==> src/rtl/vr16_pkg.sv <==
// Shared VR16 definitions: word width, opcode map and the sequencer state encoding.
package vr16_pkg;

    localparam int WORD_W = 16;

    localparam logic [3:0] OP_NOP    = 4'h0;
    localparam logic [3:0] OP_ALU_LO = 4'h1;
    localparam logic [3:0] OP_ALU_HI = 4'h7;
    localparam logic [3:0] OP_LOAD   = 4'h8;
    localparam logic [3:0] OP_STORE  = 4'h9;
    localparam logic [3:0] OP_BRANCH = 4'hA;
    localparam logic [3:0] OP_JUMP   = 4'hB;
    localparam logic [3:0] OP_HALT   = 4'hF;

    typedef enum logic [3:0] {
        S_IDLE   = 4'd0,
        S_FETCH  = 4'd1,
        S_DECODE = 4'd2,
        S_EXEC   = 4'd3,
        S_MEM    = 4'd4,
        S_WB     = 4'd5,
        S_DONE   = 4'd6,
        S_HALT   = 4'd7,
        S_FAULT  = 4'd8
    } seq_state_t;

    function automatic logic [WORD_W-1:0] sext8(input logic [7:0] v);
        return {{(WORD_W-8){v[7]}}, v};
    endfunction

    function automatic logic is_alu_op(input logic [3:0] op);
        return (op >= OP_ALU_LO) && (op <= OP_ALU_HI);
    endfunction

endpackage

==> src/rtl/instr_sequencer_if.sv <==
// Sequencer bus: run control, imem/ALU/dmem handshakes and retirement status.
interface instr_sequencer_if;
    import vr16_pkg::*;

    logic              run;
    logic              imem_req;
    logic [WORD_W-1:0] imem_addr;
    logic              imem_ack;
    logic [WORD_W-1:0] imem_rdata;
    logic              alu_start;
    logic              alu_done;
    logic              dmem_req;
    logic              dmem_we;
    logic              dmem_ack;
    logic              cond_flag;
    logic              rf_we;
    logic [WORD_W-1:0] pc;
    logic [WORD_W-1:0] ir;
    logic              ins_done;
    logic              halted;
    logic              fault;

    modport master (
        input  run, imem_ack, imem_rdata, alu_done, dmem_ack, cond_flag,
        output imem_req, imem_addr, alu_start, dmem_req, dmem_we, rf_we,
               pc, ir, ins_done, halted, fault
    );

    modport slave (
        output run, imem_ack, imem_rdata, alu_done, dmem_ack, cond_flag,
        input  imem_req, imem_addr, alu_start, dmem_req, dmem_we, rf_we,
               pc, ir, ins_done, halted, fault
    );

endinterface

==> src/rtl/instr_sequencer_wait_timer.sv <==
// Handshake watchdog: counts cycles while enabled and flags the last permitted wait cycle.
module wait_timer #(
    parameter int MAX_WAIT = 15
) (
    input  logic clk,
    input  logic reset,
    input  logic i_clr,
    input  logic i_en,
    output logic o_expired
);

    localparam logic [7:0] LAST = 8'(MAX_WAIT - 1);

    logic [7:0] r_count;

    // Saturate at LAST so a stalled enable never wraps back to a "fresh" count.
    always_ff @(posedge clk or posedge reset) begin
        if (reset) begin
            r_count <= '0;
        end else if (i_clr) begin
            r_count <= '0;
        end else if (i_en && (r_count != LAST)) begin
            r_count <= r_count + 8'd1;
        end
    end

    assign o_expired = i_en && (r_count == LAST);

endmodule

==> src/rtl/instr_sequencer.sv <==
// VR16 fetch/decode/execute controller: owns PC/IR, drives the memory and ALU handshakes,
// and pulses ins_done once per retired instruction.
module instr_sequencer
    import vr16_pkg::*;
#(
    parameter logic [WORD_W-1:0] RESET_PC = 16'h0000,
    parameter int                MAX_WAIT = 15
) (
    input  logic               clk,
    input  logic               reset,
    instr_sequencer_if.master  bus
);

    seq_state_t        r_state;
    logic [WORD_W-1:0] r_pc;
    logic [WORD_W-1:0] r_pc_next;
    logic [WORD_W-1:0] r_ir;
    logic              r_imem_req;
    logic              r_alu_start;
    logic              r_dmem_req;
    logic              r_dmem_we;
    logic              r_rf_we;
    logic              r_ins_done;
    logic              r_halted;
    logic              r_fault;

    logic       w_waiting;
    logic       w_expired;
    logic [3:0] w_op;

    assign w_op      = r_ir[15:12];
    assign w_waiting = (r_state == S_FETCH) || (r_state == S_EXEC) || (r_state == S_MEM);

    // Waiting states are never adjacent, so clearing outside them restarts the count on every entry.
    wait_timer #(.MAX_WAIT(MAX_WAIT)) u_wait_timer (
        .clk       (clk),
        .reset     (reset),
        .i_clr     (!w_waiting),
        .i_en      (w_waiting),
        .o_expired (w_expired)
    );

    // NOTE: every state/output register is assigned with <= so all updates in one edge see the old values.
    always_ff @(posedge clk or posedge reset) begin
        if (reset) begin
            r_state     <= S_IDLE;
            r_pc        <= RESET_PC;
            r_pc_next   <= RESET_PC;
            r_ir        <= '0;
            r_imem_req  <= 1'b0;
            r_alu_start <= 1'b0;
            r_dmem_req  <= 1'b0;
            r_dmem_we   <= 1'b0;
            r_rf_we     <= 1'b0;
            r_ins_done  <= 1'b0;
            r_halted    <= 1'b0;
            r_fault     <= 1'b0;
        end else begin
            r_alu_start <= 1'b0;
            case (r_state)
                S_IDLE: begin
                    if (bus.run) begin
                        r_imem_req <= 1'b1;
                        r_state    <= S_FETCH;
                    end
                end
                S_FETCH: begin
                    if (bus.imem_ack) begin
                        r_ir       <= bus.imem_rdata;
                        r_imem_req <= 1'b0;
                        r_state    <= S_DECODE;
                    end else if (w_expired) begin
                        r_imem_req <= 1'b0;
                        r_fault    <= 1'b1;
                        r_state    <= S_FAULT;
                    end
                end
                S_DECODE: begin
                    r_pc_next <= r_pc + 16'd1;
                    if (w_op == OP_NOP) begin
                        r_ins_done <= 1'b1;
                        r_state    <= S_DONE;
                    end else if (is_alu_op(w_op)) begin
                        r_alu_start <= 1'b1;
                        r_state     <= S_EXEC;
                    end else if ((w_op == OP_LOAD) || (w_op == OP_STORE)) begin
                        r_dmem_req <= 1'b1;
                        r_dmem_we  <= (w_op == OP_STORE);
                        r_state    <= S_MEM;
                    end else if ((w_op == OP_BRANCH) || (w_op == OP_JUMP)) begin
                        if ((w_op == OP_JUMP) || bus.cond_flag) begin
                            r_pc_next <= r_pc + sext8(r_ir[7:0]);
                        end
                        r_ins_done <= 1'b1;
                        r_state    <= S_DONE;
                    end else if (w_op == OP_HALT) begin
                        r_halted <= 1'b1;
                        r_state  <= S_HALT;
                    end else begin
                        r_fault <= 1'b1;
                        r_state <= S_FAULT;
                    end
                end
                S_EXEC: begin
                    if (bus.alu_done) begin
                        r_rf_we <= 1'b1;
                        r_state <= S_WB;
                    end else if (w_expired) begin
                        r_fault <= 1'b1;
                        r_state <= S_FAULT;
                    end
                end
                S_MEM: begin
                    if (bus.dmem_ack) begin
                        r_dmem_req <= 1'b0;
                        r_dmem_we  <= 1'b0;
                        if (r_dmem_we) begin
                            r_ins_done <= 1'b1;
                            r_state    <= S_DONE;
                        end else begin
                            r_rf_we <= 1'b1;
                            r_state <= S_WB;
                        end
                    end else if (w_expired) begin
                        r_dmem_req <= 1'b0;
                        r_dmem_we  <= 1'b0;
                        r_fault    <= 1'b1;
                        r_state    <= S_FAULT;
                    end
                end
                S_WB: begin
                    r_rf_we    <= 1'b0;
                    r_ins_done <= 1'b1;
                    r_state    <= S_DONE;
                end
                S_DONE: begin
                    r_ins_done <= 1'b0;
                    r_pc       <= r_pc_next;
                    if (bus.run) begin
                        r_imem_req <= 1'b1;
                        r_state    <= S_FETCH;
                    end else begin
                        r_state <= S_IDLE;
                    end
                end
                S_HALT, S_FAULT: begin
                    r_state <= r_state;
                end
                default: begin
                    r_imem_req <= 1'b0;
                    r_dmem_req <= 1'b0;
                    r_dmem_we  <= 1'b0;
                    r_rf_we    <= 1'b0;
                    r_ins_done <= 1'b0;
                    r_fault    <= 1'b1;
                    r_state    <= S_FAULT;
                end
            endcase
        end
    end

    assign bus.imem_req  = r_imem_req;
    assign bus.imem_addr = r_pc;
    assign bus.alu_start = r_alu_start;
    assign bus.dmem_req  = r_dmem_req;
    assign bus.dmem_we   = r_dmem_we;
    assign bus.rf_we     = r_rf_we;
    assign bus.pc        = r_pc;
    assign bus.ir        = r_ir;
    assign bus.ins_done  = r_ins_done;
    assign bus.halted    = r_halted;
    assign bus.fault     = r_fault;

endmodule

==> src/flat_wrapper.sv <==
// flat-port wrapper written by rule: the top's interface ports become plain ports
module instr_sequencer_flat import vr16_pkg::*;
#(
    parameter logic [WORD_W-1:0] RESET_PC = 16'h0000,
    parameter int                MAX_WAIT = 15
)
  (clk, reset, bus_run, bus_imem_ack, bus_imem_rdata, bus_alu_done, bus_dmem_ack, bus_cond_flag, bus_imem_req, bus_imem_addr, bus_alu_start, bus_dmem_req, bus_dmem_we, bus_rf_we, bus_pc, bus_ir, bus_ins_done, bus_halted, bus_fault);
  instr_sequencer_if bus_i ();
  input  logic clk;
  input  logic reset;
  input wire logic [$bits(bus_i.run)-1:0] bus_run;
  input wire logic [$bits(bus_i.imem_ack)-1:0] bus_imem_ack;
  input wire logic [$bits(bus_i.imem_rdata)-1:0] bus_imem_rdata;
  input wire logic [$bits(bus_i.alu_done)-1:0] bus_alu_done;
  input wire logic [$bits(bus_i.dmem_ack)-1:0] bus_dmem_ack;
  input wire logic [$bits(bus_i.cond_flag)-1:0] bus_cond_flag;
  output wire logic [$bits(bus_i.imem_req)-1:0] bus_imem_req;
  output wire logic [$bits(bus_i.imem_addr)-1:0] bus_imem_addr;
  output wire logic [$bits(bus_i.alu_start)-1:0] bus_alu_start;
  output wire logic [$bits(bus_i.dmem_req)-1:0] bus_dmem_req;
  output wire logic [$bits(bus_i.dmem_we)-1:0] bus_dmem_we;
  output wire logic [$bits(bus_i.rf_we)-1:0] bus_rf_we;
  output wire logic [$bits(bus_i.pc)-1:0] bus_pc;
  output wire logic [$bits(bus_i.ir)-1:0] bus_ir;
  output wire logic [$bits(bus_i.ins_done)-1:0] bus_ins_done;
  output wire logic [$bits(bus_i.halted)-1:0] bus_halted;
  output wire logic [$bits(bus_i.fault)-1:0] bus_fault;
  assign bus_i.run = bus_run;
  assign bus_i.imem_ack = bus_imem_ack;
  assign bus_i.imem_rdata = bus_imem_rdata;
  assign bus_i.alu_done = bus_alu_done;
  assign bus_i.dmem_ack = bus_dmem_ack;
  assign bus_i.cond_flag = bus_cond_flag;
  assign bus_imem_req = bus_i.imem_req;
  assign bus_imem_addr = bus_i.imem_addr;
  assign bus_alu_start = bus_i.alu_start;
  assign bus_dmem_req = bus_i.dmem_req;
  assign bus_dmem_we = bus_i.dmem_we;
  assign bus_rf_we = bus_i.rf_we;
  assign bus_pc = bus_i.pc;
  assign bus_ir = bus_i.ir;
  assign bus_ins_done = bus_i.ins_done;
  assign bus_halted = bus_i.halted;
  assign bus_fault = bus_i.fault;
  instr_sequencer #(.RESET_PC(RESET_PC), .MAX_WAIT(MAX_WAIT)) u_core (.clk(clk), .reset(reset), .bus(bus_i));
endmodule
==> config.mk <==
export PLATFORM = sky130hd
export DESIGN_NAME = instr_sequencer_flat
export DESIGN_NICKNAME = d
export VERILOG_FILES = /design/src/rtl/vr16_pkg.sv /design/src/rtl/instr_sequencer_if.sv /design/src/rtl/instr_sequencer_wait_timer.sv /design/src/rtl/instr_sequencer.sv /design/src/flat_wrapper.sv
export SDC_FILE = /design/constraint.sdc
export NUM_CORES = 1
export LEC_CHECK = 0
export ABC_AREA = 1
export CAP_MARGIN = 20
export CELL_PAD_IN_SITES_DETAIL_PLACEMENT = 0
export CELL_PAD_IN_SITES_GLOBAL_PLACEMENT = 2
export CORE_ASPECT_RATIO = 0.75
export CORE_MARGIN = 2
export CORE_UTILIZATION = 25
export DETAILED_ROUTE_END_ITERATION = 7
export GPL_TIMING_DRIVEN = 0
export HOLD_SLACK_MARGIN = 0.08
export PLACE_DENSITY_LB_ADDON = 0.1
export SYNTH_ARGS = -nofsm -noshare
export SYNTH_HDL_FRONTEND = slang
export SYNTH_SLANG_ARGS = --single-unit
==> constraint.sdc <==
create_clock -name clk -period 2.93 [get_ports clk]
set_input_delay 0.586 -clock clk [delete_from_list [all_inputs] [get_ports clk]]
set_output_delay 0.586 -clock clk [all_outputs]
set_load 0.01 [all_outputs]
==> results by group <==
STA
  – Worst hold slack: roughly 0.46 ns
  – Tmin final: around 2.2 ns
  – Final Setup Violations: 0
  – Worst-margin pin slew: 0.653 ns
  – Final worst path period share: roughly three quarters
  – Pins Over Slew Limit: 0
  – Final setup margin: 0.727 ns
  – RSZ-0062 raised after global routing: false
  – Fin. Hold Viols: 0
  – Maximum clock frequency: 0.454 GHz
  – Setup TNS: 0 ns
  – Clk_skew: 0.0125 ns
  – Rel. slew slack: roughly 56%

Synthesis
  – Synth warnings: 0
  – Netlist cell types: 46
  – Synthesized area: 4740 sq um
  – Seq/Total Area, Yosys: roughly 36%
  – Leading post-synthesis cells by cell area: dfrtp_1 (36%), nand2_1 (15%), inv_1 (6.4%)
  – Yosys top cell area share: 35.9%
  – Syn Area/Cell: 7.32 sq um
  – Synth Instances: 648
  – Syn nets: slightly below 700
  – Yosys reg bits: slightly below 70
  – Synth area leader: dfrtp_1

Placed design
  – Placer Congestion: 0.861
  – IO Port Bufs: 78
  – Post-DP HPWL: 12,500 um
  – Inst Count DP: 974
  – DP Area: 5860 sq um
  – Post-Place Worst Slack: 0.757 ns

GRT
  – Total GRT Usage: around 17%
  – Vias in the first global route: 4,270
  – Initial antenna violation count: 0
  – First-pass GRT wire length: 24,900 um
  – Largest net degree at the start of global routing: 49
  – Overflow after GRT: 0

Pwr
  – Worst vdd ir: approximately 0.20 mV
  – Pint: about 1.7 mW
  – Power per Cell Area: roughly 360 nW/um^2
  – Seq pwr share: 42.3%
  – Comb power frac: 3.5%
  – Tot Pwr: 2.22 mW
  – Part of the power in the clock network: 54.3%
  – Pleak: between 3 and 4 nW
  – P_sw: 496 uW
  – Switching share of power: 22.3%

Critical path
  – RR Startpoint: u_core.bus.imem_addr[0]$_DFFE_PP0P_
  – Slowest-stage cell, CP: dfrtp_1
  – CP required: 2.34 ns
  – CP Capture Type: primary output
  – CP max stage delay: 0.57 ns
  – WP buf/inv: 2
  – Worst r2r path cells: 12
  – CP Launch Type: flip-flop
  – WP depth: 2
  – Worst setup path endpoint: bus_pc[2]
  – Critical Setup Path Class: reg2out
  – Worst R2R End: u_core.r_pc_next[14]$_DFFE_PP0P_
  – CP top delay family: buffers and inverters
  – Worst R2R Setup Slack: 0.73 ns
  – Crit path DAT: 1.62 ns
  – Worst setup path start: u_core.bus.imem_addr[2]$_DFFE_PP0P_
  – Critical-path cell list: buf_4, clkdlybuf4s50_1
  – CP max FO: 8

Route
  – DRC Markers: 0
  – First drt pass iteration count: 5
  – Vias per cell: between 4 and 5
  – DRT Wirelength: around 16,000 um
  – Via Count: 4,471
  – Final ANT Viol Nets: 0
  – Detailed router's first-iteration violation count: 330
  – WL/cell: 16.1 um

Clock tree
  – CTS tree: yes
  – CTS Root Cell: clkbuf_16
  – Post_cts resized: 0
  – Clock Sinks: 68
  – Cts bufs inserted: 9
  – Max H-tree Level: 3
  – # hold bufs at CTS: 0
  – Worst-path clk slew: 0.06 ns
  – Insertion delay to the later sink of the worst-skew pair: 0.35 ns
  – Post-CTS Repair Setup Buffers: 0
  – Clock buffer depth: 2

Die
  – Starting Density: between 20% and 30%
  – Std-Cell Rows: 43
  – I/O pins: 79
  – Die area: 20,100 sq um
  – Chip Width: roughly 160 um
  – Die Height: roughly 120 um
  – Core ar.: 18,600 sq um

Layout
  – Synthesis-to-layout area growth: 30.4%
  – Layout cells sized above 1: 13.3%
  – Area occupied by registers: ~1700 sq um
  – ANT cells: 0
  – Total Nets Final: about 800
  – Finished Layout Cells: 990
  – Multi-input logic area: 2500 sq um
  – Final core occ: 33.3%
  – # fillers: 2,020
  – Final Instance Area: 6190 sq um

Min path
  – Min-delay src: u_core.bus.fault$_DFFE_PP0P_
  – Hold crit path type: reg2reg

Run status
  – Status: completed

Flow run
  – Max-Cap Viols: 0
-- power by group through the flow --
stage | Clock [mW] | Combinational [mW] | Sequential [mW]
floorplan | 0 | 0.0291 | 0.956
global placement | 0 | 0.0734 | 0.956
detailed placement | 0 | 0.0794 | 0.956
CTS | 1.25 | 0.0796 | 0.939
global route | 1.29 | 0.0859 | 0.938
finish | 1.20 | 0.0770 | 0.939
-- flip-flops by register name, indices dropped and copies added (netlist names) --
name / cells
u_core.bus.alu_start: 1
u_core.bus.dmem_req: 1
u_core.bus.dmem_we: 1
u_core.bus.fault: 1
u_core.bus.halted: 1
u_core.bus.imem_addr: 16
u_core.bus.imem_req: 1
u_core.bus.ins_done: 1
u_core.bus.ir: 16
u_core.bus.rf_we: 1
u_core.r_pc_next: 16
u_core.r_state: 4
u_core.u_wait_timer.r_count: 8
-- cell usage after synthesis, drive strengths merged --
cell / n
mux2: 14
nor2: 54
a31oi: 3
a211oi: 1
o211ai: 5
buf: 24
nand2: 200
nand3: 52
nand3b: 3
inv: 91
o22a: 1
or2: 3
o21ai: 33
fa: 1
ha: 18
o22ai: 2
clkinv: 1
nor4: 1
nor3: 13
dfrtp: 68
nand4: 15
o31ai: 1
o2111ai: 1
o21bai: 1
o21a: 1
a21oi: 33
xor2: 4
xnor2: 3
clkbuf: 1
-- worst min-delay path by stage --
stage,depth (start not counted),slack (ns),endpoint
after global routing,2,0.50,u_core.bus.imem_addr[0]$_DFFE_PP0P_
after CTS,2,0.48,u_core.bus.fault$_DFFE_PP0P_
after detailed placement,2,0.46,u_core.bus.fault$_DFFE_PP0P_
final,2,0.46,u_core.bus.fault$_DFFE_PP0P_
after floorplan,2,0.45,u_core.r_pc_next[10]$_DFFE_PP0P_
after global placement,2,0.46,u_core.bus.fault$_DFFE_PP0P_
-- layout make-up --
class | instances | area share [%]
clock inverter | 7 | 1.60
sequential | 68 | 27.5
multi-input combinational | 463 | 40.4
buffer | 25 | 3.09
clock buffer | 9 | 3.64
inverter | 92 | 5.68
tap | 247 | 4.99
timing repair buffer | 79 | 13.1
-- layout by cell type, fill, tap and decap left out, drive strengths merged, types with 2 or more instances in the layout --
cell type / instances
o21ai: 33
buf: 25
clkbuf: 10
nand3: 52
nand4: 15
clkinv: 4
or2: 3
nor3: 13
nand3b: 3
o211ai: 5
mux2: 14
nand2: 200
o22ai: 2
xor2: 4
bufinv: 2
xnor2: 3
clkdlybuf4s50: 78
a21oi: 33
nor2: 54
ha: 18
inv: 92
a31oi: 3
dfrtp: 68
-- kinds of logic after synthesis --
group	count (synthesis)	share of synthesized area, %
AOI/OAI and AO/OA	82	9.60
xor gates and xnor gates	7	1.45
adders and majority gates	19	5.17
buffers and inverters	117	11.4
DFF	68	35.9
muxes	14	3.48
and+or+nand+nor	341	33.0
-- tightest hold or removal path, delay by kind of cell (launching register included) --
family	cells	cell delay [ns]
buffers and inverters	1	0.04
and+or+nand+nor	1	0.05
DFF	1	0.34
-- per-layer routing --
| metal | track usage (%) | vias to the layer above | share of wire (%) |
|---|---|---|---|
| li1 | - | 2268 | - |
| met1 | 26.1 | 2096 | 55 |
| met2 | 22.8 | 95 | 39 |
| met3 | 3.39 | 12 | 4.1 |
| met4 | 3.93 | 0 | 1.0 |
| met5 | 0 | - | 0 |
(Power assumes the default switching activity.)
